$ cat src/rtl/switch_scanner.sv
// switch_scanner
// Strobed, debounced reader for an external switch wired between a high-side
// drive pin (sda) and a sense pin (scl). Once per scan period the switch is
// energised, the sense line is allowed to settle, one synchronised sample is
// captured and fed to a debouncer that reports a clean level plus one-cycle
// press/release events.
//
// Ports:
//   clk48        in   system clock (48 MHz nominal)
//   rst_n        in   asynchronous active-low reset
//   scl          in   raw switch sense, asynchronous to clk48
//   sda          out  switch high-side drive, 1 = energised
//   sw_level     out  debounced switch state, 1 = closed
//   sw_press     out  one-cycle pulse on debounced 0->1
//   sw_release   out  one-cycle pulse on debounced 1->0
//   sample_valid out  one-cycle pulse per completed scan sample
module switch_scanner #(
  parameter int unsigned SCAN_PERIOD    = 48000,
  parameter int unsigned SETTLE_CYCLES  = 48,
  parameter int unsigned DEBOUNCE_COUNT = 8
) (
  input  logic clk48,
  input  logic rst_n,
  input  logic scl,
  output logic sda,
  output logic sw_level,
  output logic sw_press,
  output logic sw_release,
  output logic sample_valid
);

  localparam int unsigned PW = (SCAN_PERIOD > 1) ? $clog2(SCAN_PERIOD) : 1;
  localparam int unsigned SW = (SETTLE_CYCLES > 1) ? $clog2(SETTLE_CYCLES) : 1;
  localparam int unsigned DW = $clog2(DEBOUNCE_COUNT + 1);

  localparam logic [PW-1:0] PERIOD_LAST = PW'(SCAN_PERIOD - 1);
  localparam logic [SW-1:0] SETTLE_LAST = SW'(SETTLE_CYCLES - 1);
  localparam logic [DW-1:0] DEB_LAST    = DW'(DEBOUNCE_COUNT - 1);

  typedef enum logic [1:0] {
    IDLE,
    DRIVE,
    SAMPLE
  } state_t;

  // Sense synchroniser
  logic scl_meta_q, scl_s_q;

  always_ff @(posedge clk48 or negedge rst_n) begin
    if (!rst_n) begin
      scl_meta_q <= 1'b0;
      scl_s_q    <= 1'b0;
    end else begin
      scl_meta_q <= scl;
      scl_s_q    <= scl_meta_q;
    end
  end

  // Free-running scan period counter
  logic [PW-1:0] period_q, period_d;

  always_comb begin
    period_d = period_q + PW'(1);
    if (period_q == PERIOD_LAST) begin
      period_d = '0;
    end
  end

  always_ff @(posedge clk48 or negedge rst_n) begin
    if (!rst_n) begin
      period_q <= '0;
    end else begin
      period_q <= period_d;
    end
  end

  // Scan FSM
  state_t        state_q, state_d;
  logic [SW-1:0] settle_q, settle_d;
  logic          capture;

  always_comb begin
    state_d  = state_q;
    settle_d = settle_q;
    capture  = 1'b0;
    unique case (state_q)
      IDLE: begin
        settle_d = '0;
        if (period_q == PERIOD_LAST) begin
          state_d = DRIVE;
        end
      end
      DRIVE: begin
        if (settle_q == SETTLE_LAST) begin
          state_d  = SAMPLE;
          settle_d = '0;
        end else begin
          settle_d = settle_q + SW'(1);
        end
      end
      SAMPLE: begin
        capture = 1'b1;
        state_d = IDLE;
      end
      default: begin
        state_d  = IDLE;
        settle_d = '0;
      end
    endcase
  end

  // Debouncer, evaluated only on a capture
  logic          level_q, level_d;
  logic [DW-1:0] agree_q, agree_d;
  logic          press_d, release_d;

  always_comb begin
    level_d   = level_q;
    agree_d   = agree_q;
    press_d   = 1'b0;
    release_d = 1'b0;
    if (capture) begin
      if (scl_s_q == level_q) begin
        agree_d = '0;
      end else if (agree_q == DEB_LAST) begin
        // This sample is the DEBOUNCE_COUNT-th consecutive disagreement.
        level_d   = ~level_q;
        agree_d   = '0;
        press_d   = ~level_q;
        release_d = level_q;
      end else begin
        agree_d = agree_q + DW'(1);
      end
    end
  end

  logic sda_q, press_q, release_q, valid_q;

  always_ff @(posedge clk48 or negedge rst_n) begin
    if (!rst_n) begin
      state_q   <= IDLE;
      settle_q  <= '0;
      sda_q     <= 1'b0;
      level_q   <= 1'b0;
      agree_q   <= '0;
      press_q   <= 1'b0;
      release_q <= 1'b0;
      valid_q   <= 1'b0;
    end else begin
      state_q   <= state_d;
      settle_q  <= settle_d;
      // Registered decode of the current state: the drive window trails the
      // FSM by one cycle and therefore still covers the capture edge.
      sda_q     <= (state_q != IDLE);
      level_q   <= level_d;
      agree_q   <= agree_d;
      press_q   <= press_d;
      release_q <= release_d;
      valid_q   <= capture;
    end
  end

  assign sda          = sda_q;
  assign sw_level     = level_q;
  assign sw_press     = press_q;
  assign sw_release   = release_q;
  assign sample_valid = valid_q;

endmodule

$ cat config.mk
export PLATFORM = sky130hd
export DESIGN_NAME = switch_scanner
export DESIGN_NICKNAME = d
export VERILOG_FILES = /design/src/rtl/switch_scanner.sv
export SDC_FILE = /design/constraint.sdc
export NUM_CORES = 1
export LEC_CHECK = 0
export ABC_AREA = 1
export BUFFER_PORTS_ARGS = -buffer_cell sky130_fd_sc_hd__buf_2
export CAP_MARGIN = 40
export CORE_ASPECT_RATIO = 0.6
export CORE_MARGIN = 4
export CORE_UTILIZATION = 60
export DETAILED_ROUTE_END_ITERATION = 7
export MAX_ROUTING_LAYER = met4
export PLACE_DENSITY = 0.79
export SYNTH_ARGS = -nofsm -noshare
export SYNTH_HDL_FRONTEND = slang
export SYNTH_SLANG_ARGS = --single-unit
$ cat constraint.sdc
create_clock -name clk48 -period 1.68 [get_ports clk48]
set_input_delay 0.168 -clock clk48 [delete_from_list [all_inputs] [get_ports clk48]]
set_output_delay 0.168 -clock clk48 [all_outputs]
set_load 0.01 [all_outputs]
==> Word level (Yosys, flattened, before mapping) <==
Cells that the tools add are included.
{ "op_classes": {"addsub": 3, "n_mul": 0, "n_div": 0, "n_lt_le_gt_ge": 0, "eq_ne": 8, "n_shift": 0, "mux": 15, "bitwise_logic": 2, "reduce_logical": 4} }
{ "ops": {"columns": ["cell", "n"], "rows": [
  ["adder 16 x 1 -> 16 bit, second input constant", 1],
  ["== test 16 bit, second input constant", 1],
  ["2-to-1 mux 16 bit", 1],
  ["case mux 6 bit (2 select lines)", 1],
  ["2-to-1 mux 4 bit", 2],
  ["2-to-1 mux 1 bit", 7],
  ["adder 6 x 1 -> 6 bit, second input constant", 1],
  ["== test 6 bit, second input constant", 1],
  ["2-to-1 mux 6 bit", 1],
  ["adder 4 x 1 -> 4 bit, second input constant", 1],
  ["== test 4 x 3 -> 1 bit, second input constant", 1],
  ["2-to-1 mux 2 bit", 2],
  ["inequality test 2 bit, second input constant", 2],
  ["case mux 2 bit (2 select lines)", 1],
  ["AND reduction 3 bit", 1],
  ["== test 2 x 1 -> 1 bit, second input constant", 1],
  ["== test 2 bit, second input constant", 1],
  ["zero test 2 bit", 1],
  ["inverter 1 bit", 2],
  ["AND reduction 2 bit", 1],
  ["nonzero test 2 bit", 1],
  ["== test 1 bit", 1]
]} }
{ "word_totals": {"regBits": 35, "latch_bits": 0, "ram_bits": 0, "rom_bits": 0, "in_bits": 3, "wordCells": 43, "memories": 0} }

==> Logic depth before layout (Yosys ltp) <==
{ "depth": {"depth_word": 4, "depth_mapped": 7, "ltp_nobuf": 7} }

==> Worst setup path after synthesis <==
No wires, ideal clock.
{ "synth_timing": {"path_kind": "register to register", "startpoint": "reg period_q[0]", "endpoint": "reg period_q[11]", "setup_ns": 0.122, "t_arrival_ns": 1.192, "setup_slack_ns": 0.366, "path_stages_with_launch": 7, "period_less_slack_ns": 1.314, "cell_sequence": "dfrtp_1 > ha_1 > nand2_2 > nor2_4 > nand4_4 > nor2_8 > nor2_2"} }
{ "synth_between": {"elab_chain_cells": 2, "elab_cells_between_ends": 3, "classes_between": "1 x add/sub; 1 x eq/ne; 1 x mux"} }
{ "synth_lines": {"columns": ["item", "line", "rtl"], "rows": [
  ["start: declaration", "60", "logic [PW-1:0] period_q, period_d;"],
  ["start signal: assignment", "73", "period_q <= period_d;"],
  ["adder 16 x 1 -> 16 bit or == test 16 bit (tied branches)", "63, 64", null],
  ["2-to-1 mux 16 bit *", "64", "if (period_q == PERIOD_LAST) begin"],
  ["net period_d[11]", "60", null]
]} }
The timed path passes the listed nets; every way through them passes the cells marked *.
A chain may end at the register's enable or synchronous reset.

==> Worst setup path after layout <==
Ends and elaborated chain as after synthesis.

==> metrics.yaml <==
dpl.hpwl_um: 2790
maxCapViolCount: 0
max_freq_mhz: 681
leakagePower_nw: 0.979
fp.dieW_um: 78.2
ys_ff_latch: 35
mappedNetlistArea_um2: 1770
worstSkewPairLatency_ps: 290
numPortBuffers: 7
post-cts-setup-buffers: 0
synth_nets: 218
grt_remaining_overflow: 0
fp.dieH_um: 50.1
antenna_found_initial: 0
design.portCount: 8
setup_violations: 0
pwr-share-seq_pct: 59.1
first_global_vias: 1352
cts_buffers: 5
grt_start_max_net_pins: 36
final_critical_path_setup_slack_ps: 212
worst-setup-path-type: "reg -> reg"
finalCriticalPeriod_ps: 1470
leading_cell_type_in_the_layout_fill_and_taps_excluded: "nand2_1"
design.final.nets: 234
synth_cells: 212
cts.path.max_buffers: 2
cts.reportedPaths.clkPinSlew_ps: 70
drt-initial-drc-count: 111
h-tree-depth: 2
start_util_pct: 66.5
root_buffer: "clkbuf_8"
count_of_cell_types_in_the_netlist: 25
min_path_type: "reg -> reg"
rows: 14
postRouteWirelength_um: 3810
diodes: 0
cts.sinks: 35
fillerInstances: 212
final-max-slew-violation-count: 0
area_delta_synth_final_pct: 10.2
final_antenna_net_count: 0
path_max_fanout: 9
final_hold_vios: 0
p_sw_share_pct: 21.3
pint_w: 0.00113
drt_pass1_iterations: 4
layout-drive-gt1-share_pct: 15.9
clock_skew_ps: 6.14
post-place-ws_ps: 227
drcViolationCount: 0
part_of_the_power_in_the_clock_network_pct: 39.3
setup_tns_ps: 0
rsz0062_at_grt: "no"
cp-start-kind: "flop"
comb_power_share_pct: 1.6
coreArea_um2: 2660
critical_path_sink_type: "flop"
cts_tree: "built"
max-slew-margin-rel_pct: 48.6
yosysWarningCount: 0
worst-slew-pin-transition_ps: 771
grt_usage_pct: 22.3
peakVddDrop_v: 0.000686
total_switching_power_w: 0.000305
most-common-layout-cells: "48 x nand2_1, 35 x dfrtp_1, 29 x nor2_1"
status: "finished clean"
synthesis.area_per_instance_um2: 8.36
route.vias.total: 1406
powerDensity_nw_per_um2: 733
route.detailed.wl_per_inst_um: 14.3
final_replace_weighted_congestion: 0.856
cp_data_required_time_ps: 1850
grt_pass1_wl_um: 6360
fp.dieArea_um2: 3910
arrival_ps: 1640
detail_route.vias_per_cell: 5.27
synth_seq_area_share_pct: 49.4
final.period_utilization_pct: 87.4
-- power groups by stage --
stage	Combinational (W)	Sequential, W	Clock [W]
after floorplan	0.00000116	0.000862	0
after global placement	0.0000191	0.000862	0
after detailed placement	0.0000202	0.000862	0
after CTS	0.0000238	0.000846	0.000560
after global routing	0.0000270	0.000845	0.000622
final	0.0000225	0.000846	0.000563
-- cells in the mapped netlist --
| master | n | area share (%) |
|---|---|---|
| dfrtp_1 | 35 | 49 |
| nor2_1 | 29 | 6.1 |
| nand4_4 | 1 | 1.2 |
| nor2_8 | 1 | 1.1 |
| a22o_1 | 1 | 0.49 |
| nor3_1 | 1 | 0.28 |
| nor2_2 | 11 | 3.9 |
| nand2_2 | 3 | 1.1 |
| buf_2 | 1 | 0.28 |
| o21bai_1 | 1 | 0.42 |
| or2_2 | 1 | 0.35 |
| nor2_4 | 1 | 0.64 |
| nand4_1 | 6 | 2.1 |
| ha_1 | 3 | 2.1 |
| xnor2_1 | 3 | 1.5 |
| o21ai_1 | 3 | 0.85 |
| nor3_2 | 3 | 1.7 |
| inv_1 | 28 | 5.9 |
| nand2_1 | 48 | 10 |
| a21oi_1 | 4 | 1.1 |
| inv_2 | 2 | 0.42 |
| o21ai_0 | 6 | 1.7 |
| xor2_1 | 6 | 3.0 |
| nand3_1 | 13 | 3.7 |
| nand3b_1 | 1 | 0.42 |
-- path summary, 6_finish.rpt --
path / cells after the start / end / start / slack, ps
max in group asynchronous: 2 / settle_q[0] / rst_n / 690
worst max-delay path: 6 / period_q[11] / period_q[0] / 210
worst min-delay path: 0 / scl_s_q / scl_meta_q / 350
min in group asynchronous: 2 / sw_press / rst_n / 490
worst max register to register: 6 / period_q[11] / period_q[0] / 210
worst min register to register: 0 / scl_s_q / scl_meta_q / 350
-- through the flow --
step / hold slack (ps) / instance area, um2 / utilization, % / power [W] / cells
global route: 366 / 1950 / 73.3 / 0.00149 / 267
detailed placement: 282 / 1860 / 69.8 / 0.000882 / 259
global placement: 267 / 1860 / 69.8 / 0.000881 / 259
finish: 349 / 1950 / 73.3 / 0.00143 / 267
CTS: 349 / 1950 / 73.3 / 0.00143 / 267
floorplan: -128 / 1770 / - / 0.000863 / 212
-- final cells by class --
type                       count  area, um2  area share (%)
sequential                    35        876            44.9
multi-input combinational    146        778            39.9
inverter                      30        113            5.77
clock buffer                   6       72.6            3.72
timing repair buffer          10       62.6            3.21
tap                           40       50.0            2.56
-- what timing repair did --
item | in CTS | in global routing
hold endpoints to repair | 36 | 0
resized for setup | 0 | 0
hold buffers | 2 | 0
-- logic make-up after synthesis --
kind of cell	Yosys count	synth area share, %
buffers and inverters	31	6.64
adder cells (fa/ha/maj)	3	2.12
flip-flops	35	49.4
AO/OA/AOI/OAI	15	4.59
XOR/XNOR	9	4.45
AND/OR/NAND/NOR	119	32.8
-- layer usage --
metal  global-route usage [%]  vias to the layer above  routed length [um]
li1                         -                      694                   -
met2                     33.4                       53                1720
met4                     4.65                        0                  29
met3                     7.09                        4                 268
met1                     30.0                      655                1800
met5                        -                        -                   0
-- flip-flops by register name, indices dropped and copies added (netlist names), 2 cells and up --
signal and cells:
settle_q 6, period_q 16, state_q 2, agree_q 4
-- critical path, cell delays in order (launching register included) --
cell and delay, ps:
dfrtp_1 430, ha_1 220, nand2_2 110, nor2_4 170, nand4_4 130, nor2_8 210, nor2_2 80
No activity file was read; power rests on OpenSTA's default activity.
